[config.mk]
export PLATFORM = sky130hd
export DESIGN_NAME = xfidb_responder_flat
export DESIGN_NICKNAME = d
export VERILOG_FILES = /design/src/rtl/xfidb_pkg.sv /design/src/rtl/xfidb_if.sv /design/src/rtl/xfidb_regfile.sv /design/src/rtl/xfidb_responder.sv /design/src/flat_wrapper.sv
export SDC_FILE = /design/constraint.sdc
export NUM_CORES = 1
export LEC_CHECK = 0
export CORE_ASPECT_RATIO = 2
export CORE_MARGIN = 10
export CORE_UTILIZATION = 55
export DETAILED_ROUTE_END_ITERATION = 6
export PLACE_DENSITY = 0.78
export SETUP_SLACK_MARGIN = 0.1
export SLEW_MARGIN = 15
export SYNTH_ARGS = -nofsm -noshare
export SYNTH_HDL_FRONTEND = slang
export SYNTH_SLANG_ARGS = --single-unit
[constraint.sdc]
create_clock -name sysclk -period 3.5 [get_ports sysclk]
set_clock_uncertainty 0.15 [all_clocks]
set_input_delay 0.7 -clock sysclk [delete_from_list [all_inputs] [get_ports sysclk]]
set_output_delay 0.7 -clock sysclk [all_outputs]
set_load 0.01 [all_outputs]
[src/rtl/xfidb_pkg.sv]
// Shared types and sizes for the XFIDB bus responder.
package xfidb_pkg;

  localparam int XFIDB_W   = 16;
  localparam int ADDR_W    = 4;
  localparam int REG_COUNT = 16;
  localparam int WAIT_W    = 4;

  typedef enum logic [2:0] {
    ST_IDLE = 3'd0,
    ST_WAIT = 3'd1,
    ST_XFER = 3'd2,
    ST_ACK  = 3'd3,
    ST_HOLD = 3'd4
  } state_e;

  // Odd parity bit: makes the total number of ones across {data, bit} odd.
  function automatic logic odd_par(input logic [XFIDB_W-1:0] data);
    return ~(^data);
  endfunction

endpackage

[src/rtl/xfidb_if.sv]
// XFIDB handshake/data bus bundle; the parity sideband exists only when XFIDB_PARITY_EN is defined.
interface xfidb_if;

  logic                         REQ;
  logic                         WRITE;
  logic [xfidb_pkg::ADDR_W-1:0]  ADDR_3_0;
  logic [xfidb_pkg::WAIT_W-1:0]  WAIT_3_0;
  logic [xfidb_pkg::XFIDB_W-1:0] XFIDB_15_0_IN;
  logic [xfidb_pkg::XFIDB_W-1:0] XFIDB_15_0_OUT;
  logic                         XFIDB_OE;
  logic                         ACK;
  logic                         BUSY;
`ifdef XFIDB_PARITY_EN
  logic                         PAR_IN;
  logic                         PAR_OUT;
  logic                         PERR;
`endif

  modport master (
`ifdef XFIDB_PARITY_EN
    output PAR_IN,
    input  PAR_OUT, PERR,
`endif
    output REQ, WRITE, ADDR_3_0, WAIT_3_0, XFIDB_15_0_IN,
    input  XFIDB_15_0_OUT, XFIDB_OE, ACK, BUSY
  );

  modport slave (
`ifdef XFIDB_PARITY_EN
    input  PAR_IN,
    output PAR_OUT, PERR,
`endif
    input  REQ, WRITE, ADDR_3_0, WAIT_3_0, XFIDB_15_0_IN,
    output XFIDB_15_0_OUT, XFIDB_OE, ACK, BUSY
  );

endinterface

[src/rtl/xfidb_regfile.sv]
// 16 x 16 register file: synchronous write, combinational read, synchronous clear.
module xfidb_regfile
  import xfidb_pkg::*;
(
  input  logic               sysclk,
  input  logic               sys_rst,
  input  logic               we,
  input  logic [ADDR_W-1:0]  waddr,
  input  logic [XFIDB_W-1:0] wdata,
  input  logic [ADDR_W-1:0]  raddr,
  output logic [XFIDB_W-1:0] rdata
);

  logic [XFIDB_W-1:0] mem [REG_COUNT];

  always_ff @(posedge sysclk) begin
    if (sys_rst) begin
      for (int i = 0; i < REG_COUNT; i++) begin
        mem[i] <= '0;
      end
    end else if (we) begin
      mem[waddr] <= wdata;
    end
  end

  assign rdata = mem[raddr];

endmodule

[src/rtl/xfidb_responder.sv]
// XFIDB bus target: four-phase REQ/ACK with programmable wait states into a 16-word register file.
// Optional odd-parity checking on write data is enabled by defining XFIDB_PARITY_EN.
//
//   state | meaning
//   IDLE  | no cycle; waiting for REQ
//   WAIT  | counting down wait states; REQ drop aborts
//   XFER  | access: read data presented, write data captured on exit
//   ACK   | one-cycle completion pulse
//   HOLD  | ACK given, waiting for REQ to return low
module xfidb_responder
  import xfidb_pkg::*;
(
  input  logic   sysclk,
  input  logic   sys_rst,
  xfidb_if.slave bus
);

  localparam logic [2:0] S_IDLE = ST_IDLE;
  localparam logic [2:0] S_WAIT = ST_WAIT;
  localparam logic [2:0] S_XFER = ST_XFER;
  localparam logic [2:0] S_ACK  = ST_ACK;
  localparam logic [2:0] S_HOLD = ST_HOLD;

  logic [2:0]         state_q;
  logic [2:0]         state_d;
  logic               wr_q;
  logic [ADDR_W-1:0]  addr_q;
  logic [WAIT_W-1:0]  cnt_q;
  logic [XFIDB_W-1:0] rdata_q;
  logic [XFIDB_W-1:0] rf_rdata;
  logic               rf_we;
  logic               wr_commit_ok;

  always_comb begin
    state_d = state_q;
    case (state_q)
      S_IDLE: if (bus.REQ) state_d = S_WAIT;
      S_WAIT: begin
        if (!bus.REQ)           state_d = S_IDLE;
        else if (cnt_q == '0)   state_d = S_XFER;
      end
      S_XFER: state_d = S_ACK;
      S_ACK:  state_d = bus.REQ ? S_HOLD : S_IDLE;
      S_HOLD: if (!bus.REQ) state_d = S_IDLE;
      default: state_d = S_IDLE;
    endcase
  end

  always_ff @(posedge sysclk) begin
    if (sys_rst) begin
      state_q <= S_IDLE;
      wr_q    <= 1'b0;
      addr_q  <= '0;
      cnt_q   <= '0;
      rdata_q <= '0;
    end else begin
      state_q <= state_d;
      if (state_q == S_IDLE && bus.REQ) begin
        wr_q   <= bus.WRITE;
        addr_q <= bus.ADDR_3_0;
        cnt_q  <= bus.WAIT_3_0;
      end
      if (state_q == S_WAIT && bus.REQ && cnt_q != '0) begin
        cnt_q <= cnt_q - 1'b1;
      end
      // Read data is registered on entry to XFER and held until the next read.
      if (state_q == S_WAIT && state_d == S_XFER && !wr_q) begin
        rdata_q <= rf_rdata;
      end
    end
  end

`ifdef XFIDB_PARITY_EN
  logic perr_q;

  assign wr_commit_ok = ^{bus.XFIDB_15_0_IN, bus.PAR_IN};

  always_ff @(posedge sysclk) begin
    if (sys_rst) begin
      perr_q <= 1'b0;
    end else if (state_q == S_XFER && wr_q && !wr_commit_ok) begin
      perr_q <= 1'b1;
    end
  end

  assign bus.PERR    = perr_q;
  assign bus.PAR_OUT = odd_par(rdata_q);
`else
  assign wr_commit_ok = 1'b1;
`endif

  // Writes commit on the edge leaving XFER; a reset on that edge wins inside the regfile.
  assign rf_we = (state_q == S_XFER) && wr_q && wr_commit_ok;

  xfidb_regfile u_regfile (
    .sysclk (sysclk),
    .sys_rst(sys_rst),
    .we     (rf_we),
    .waddr  (addr_q),
    .wdata  (bus.XFIDB_15_0_IN),
    .raddr  (addr_q),
    .rdata  (rf_rdata)
  );

  assign bus.XFIDB_15_0_OUT = rdata_q;
  assign bus.XFIDB_OE       = !wr_q && (state_q == S_XFER || state_q == S_ACK);
  assign bus.ACK            = (state_q == S_ACK);
  assign bus.BUSY           = (state_q != S_IDLE);

endmodule

[src/flat_wrapper.sv]
// flat-port wrapper written by rule: the top's interface ports become plain ports
module xfidb_responder_flat import xfidb_pkg::*;
  (sysclk, sys_rst, bus_REQ, bus_WRITE, bus_ADDR_3_0, bus_WAIT_3_0, bus_XFIDB_15_0_IN, bus_XFIDB_15_0_OUT, bus_XFIDB_OE, bus_ACK, bus_BUSY);
  xfidb_if bus_i ();
  input  logic sysclk;
  input  logic sys_rst;
  input wire logic [$bits(bus_i.REQ)-1:0] bus_REQ;
  input wire logic [$bits(bus_i.WRITE)-1:0] bus_WRITE;
  input wire logic [$bits(bus_i.ADDR_3_0)-1:0] bus_ADDR_3_0;
  input wire logic [$bits(bus_i.WAIT_3_0)-1:0] bus_WAIT_3_0;
  input wire logic [$bits(bus_i.XFIDB_15_0_IN)-1:0] bus_XFIDB_15_0_IN;
  output wire logic [$bits(bus_i.XFIDB_15_0_OUT)-1:0] bus_XFIDB_15_0_OUT;
  output wire logic [$bits(bus_i.XFIDB_OE)-1:0] bus_XFIDB_OE;
  output wire logic [$bits(bus_i.ACK)-1:0] bus_ACK;
  output wire logic [$bits(bus_i.BUSY)-1:0] bus_BUSY;
  assign bus_i.REQ = bus_REQ;
  assign bus_i.WRITE = bus_WRITE;
  assign bus_i.ADDR_3_0 = bus_ADDR_3_0;
  assign bus_i.WAIT_3_0 = bus_WAIT_3_0;
  assign bus_i.XFIDB_15_0_IN = bus_XFIDB_15_0_IN;
  assign bus_XFIDB_15_0_OUT = bus_i.XFIDB_15_0_OUT;
  assign bus_XFIDB_OE = bus_i.XFIDB_OE;
  assign bus_ACK = bus_i.ACK;
  assign bus_BUSY = bus_i.BUSY;
  xfidb_responder u_core (.sysclk(sysclk), .sys_rst(sys_rst), .bus(bus_i));
endmodule
==> impl_metrics.csv <==
group,metric,value,unit
synth,ys.flop_type,"edfxtp_1",
sta,rsz0062_at_grt,"no",
place,io_buffers,46,
synth,synth_nets,855,
place,dp_hpwl,20.24,mm
synth,yosys.area_share.xor_xnor,0.06755,%
routing,wire_per_inst,24.67,um
sta,relSlewSlack,36.24,%
routing,wl,28.67,mm
synth,yosysSeqAreaShare,63.61,%
cells_and_area,diodes,0,
clock_network,cts.htree.levels,1,
routing,vias,6858,
place,dp.cells,1118,
synth,synth_cell_types,49,
synth,synth_top_family_by_area,"simple AND/OR/NAND/NOR gates",
cells_and_area,nFillCells,1617,
global_route,antenna_found_initial,0,
synth,synth_fa_ha_area_share,0.09650,%
critical_path,slowest_delay,0.57,ns
synth,synthMuxAreaShare,14.04,%
cells_and_area,final_cells,1162,
place,globalplace.congestion,0.8280,
clock_network,cts_root_buf,"clkbuf_16",
sta,hold_violations,0,
synth,synth_area,12970,um2
critical_path,required,2.65,ns
floorplanning,rows,79,
synth,synth_top_area_cell,"edfxtp_1",
critical_path,setup.worst_path.end_class,"output port",
synth,synth-edff-count,256,
cells_and_area,areaGrowthSynthToFinish,12.30,%
critical_path,crit_chain,"nor3b_1 -> clkdlybuf4s50_1",
synth,ys_ff_latch,284,
cells_and_area,drive_above_1_share,25.03,%
critical_path,worst_path_max_delay_cell,"clkdlybuf4s50_1",
clock_network,holdBufCountCts,0,
synth,synth_compound_area_share,2.306,%
clock_network,cts_resized,0,
global_route,grt_pass1_wl,43.98,mm
cells_and_area,layout.nets,890,
place,place_ws,0.3594,ns
hold_path,min_from,"u_core.cnt_q[0]",
clock_network,cts.reportedPaths.clkPinSlew,0.07,ns
floorplanning,ioPinCount,47,
clock_network,cts_setup_buffers,0,
job,drv_cap,0,
floorplanning,die_w,128.6,um
sta,period_minus_slack,2.697,ns
clock_network,cts_num_sinks,284,
synth,avgSynthCellArea,15.70,um2
global_route,grt_max_degree,37,
floorplanning,core,23230,um2
routing,vias_per_cell,5.902,
power_and_ir_drop,power.leakage,5.164,nW
floorplanning,die_h,237.1,um
global_route,overflow,0,
sta,worst_slew_pin_slew,0.9533,ns
sta,worst_slack,0.8028,ns
critical_path,cp_num_buf_inv,1,
cells_and_area,final_util,62.69,%
routing,drt_iter0_markers,627,
synth,synth_async_sr_flop_share,0,%
clock_network,clock_latency,0.54,ns
hold_path,hp-class,"reg2reg",
sta,setup_tns,0,ns
synth,synth_top_area_share,59.29,%
routing,firstDrtPassIters,5,
critical_path,reg2reg_from,"u_core.state_q[1]",
routing,ant_nets,0,
critical_path,crit_type,"reg2out",
critical_path,start_kind,"register",
clock_network,cts_tree,"yes",
critical_path,startpoint,"u_core.state_q[1]",
global_route,grt_util_all_layers,19.13,%
synth,ys_warn_count,0,
global_route,grt_pass1_vias,7418,
clock_network,clockBufferDepth,3,
critical_path,cpLargestDelayFamily,"buffers and inverters",
sta,setup_viol,0,
status,status,"finished, final reports clean",
critical_path,crit_arrival,1.85,ns
power_and_ir_drop,cellPowerDensity,511.0,nW/um2
critical_path,worst-path-max-fanout,12,
power_and_ir_drop,p_total,7.441,mW
floorplanning,die-area,30490,um2
power_and_ir_drop,irDropWorstVdd,0.4757,mV
synth,synthSimpleGateAreaFrac,16.91,%
routing,drc_errors,0,
synth,syn_inst,826,
sta,max_freq,370.8,MHz
critical_path,r2r_slack,0.99,ns
sta,fin_crit_sh,77.06,%
sta,slew_violations,0,
synth,synth.area.top_cells,"edfxtp_1, mux4_2, and2_1, dfxtp_1, and2_2",
clock_network,cts_buffers,24,
floorplanning,start_util,55.82,%
## final timing paths
kind,depth (start not counted),to
max,2,bus_XFIDB_OE
min,2,u_core.cnt_q[0]
min reg2reg,2,u_core.cnt_q[0]
max reg2reg,4,u_core.u_regfile.mem[1][0]
## metrics by stage
step	hold WS, ns	cell area (um2)
2_1_floorplan	0.2956	12970
5_1_grt	0.3515	14560
4_1_cts	0.3253	14560
3_3_place_gp	0.3059	13650
6_report	0.3307	14560
3_5_place_dp	0.3161	13650
## registers in the layout, indices dropped and copies added (netlist names)
| register | count |
|---|---|
| u_core.addr_q | 4 |
| u_core.bus.XFIDB_15_0_OUT | 16 |
| u_core.cnt_q | 4 |
| u_core.state_q | 3 |
| u_core.u_regfile.mem | 256 |
| u_core.wr_q | 1 |
## routing by layer
metal / GRT usage [%] / routed length [um] / vias to the layer above
met5: 0 / 0 / -
met4: 8.878 / 1181 / 0
met3: 2.296 / 1029 / 56
met2: 36.22 / 16570 / 157
met1: 20.12 / 9880 / 3526
li1: - / - / 3119
## cells in the mapped netlist, drive strengths merged, types with 3 or more instances
master  count
buf        28
nor3       10
nor2       17
mux2       15
nand2       3
or2        16
clkbuf     35
mux4       64
a21oi       3
nand2b      4
a22oi      16
edfxtp    256
and2      256
nor4b       3
mux2i      21
dfxtp      28
a211oi      5
nor3b       3
inv         4
o21ai      17
## worst min-delay path, delay by kind of cell, from the launching register on
| family | cells | cell delay (ns) |
|---|---|---|
| simple gates | 1 | 0.06 |
| flops | 1 | 0.33 |
| compound gates | 1 | 0.05 |
## report_power, final
part / total (mW) / internal, mW / leakage (nW) / switching [mW]
Combinational: 0.523 / 0.238 / 1.85 / 0.285
Sequential: 3.88 / 3.80 / 2.87 / 0.0815
Clock: 3.04 / 1.83 / 0.441 / 1.21
## logic make-up (layout without fill, tap and decap cells)
| family | count (synthesis) | in the layout |
|---|---|---|
| AOI/OAI and AO/OA | 46 | 46 |
| xor gates and xnor gates | 1 | 1 |
| adders and majority gates | 1 | 1 |
| buffers and inverters | 67 | 120 |
| DFF | 284 | 284 |
| muxes | 100 | 100 |
| and+or+nand+nor | 327 | 327 |
## placed cells by master, fill, tap and decap left out, types with 7 or more instances in the layout
master	netlist	layout
mux2_2	15	15
dfxtp_1	28	25
edfxtp_1	256	256
mux2i_1	21	21
clkdlybuf4s50_1	0	46
and2_2	30	30
and2_1	226	226
a22oi_1	16	16
o21ai_0	17	17
bufinv_16	0	7
nor2_1	11	11
or2_2	16	16
buf_4	7	24
mux4_2	64	64
clkbuf_16	0	24
## layout make-up
cell class / instances / area, um2 / area share [%]
Inverter: 4 / 15.01 / 0.1031
Multi-Input combinational cell: 475 / 4345 / 29.84
Tap cell: 283 / 354.1 / 2.432
Clock buffer: 29 / 639.4 / 4.391
Timing Repair Buffer: 72 / 680.7 / 4.674
Sequential cell: 284 / 8257 / 56.70
Clock inverter: 15 / 270.3 / 1.856
(Power assumes the default switching activity.)
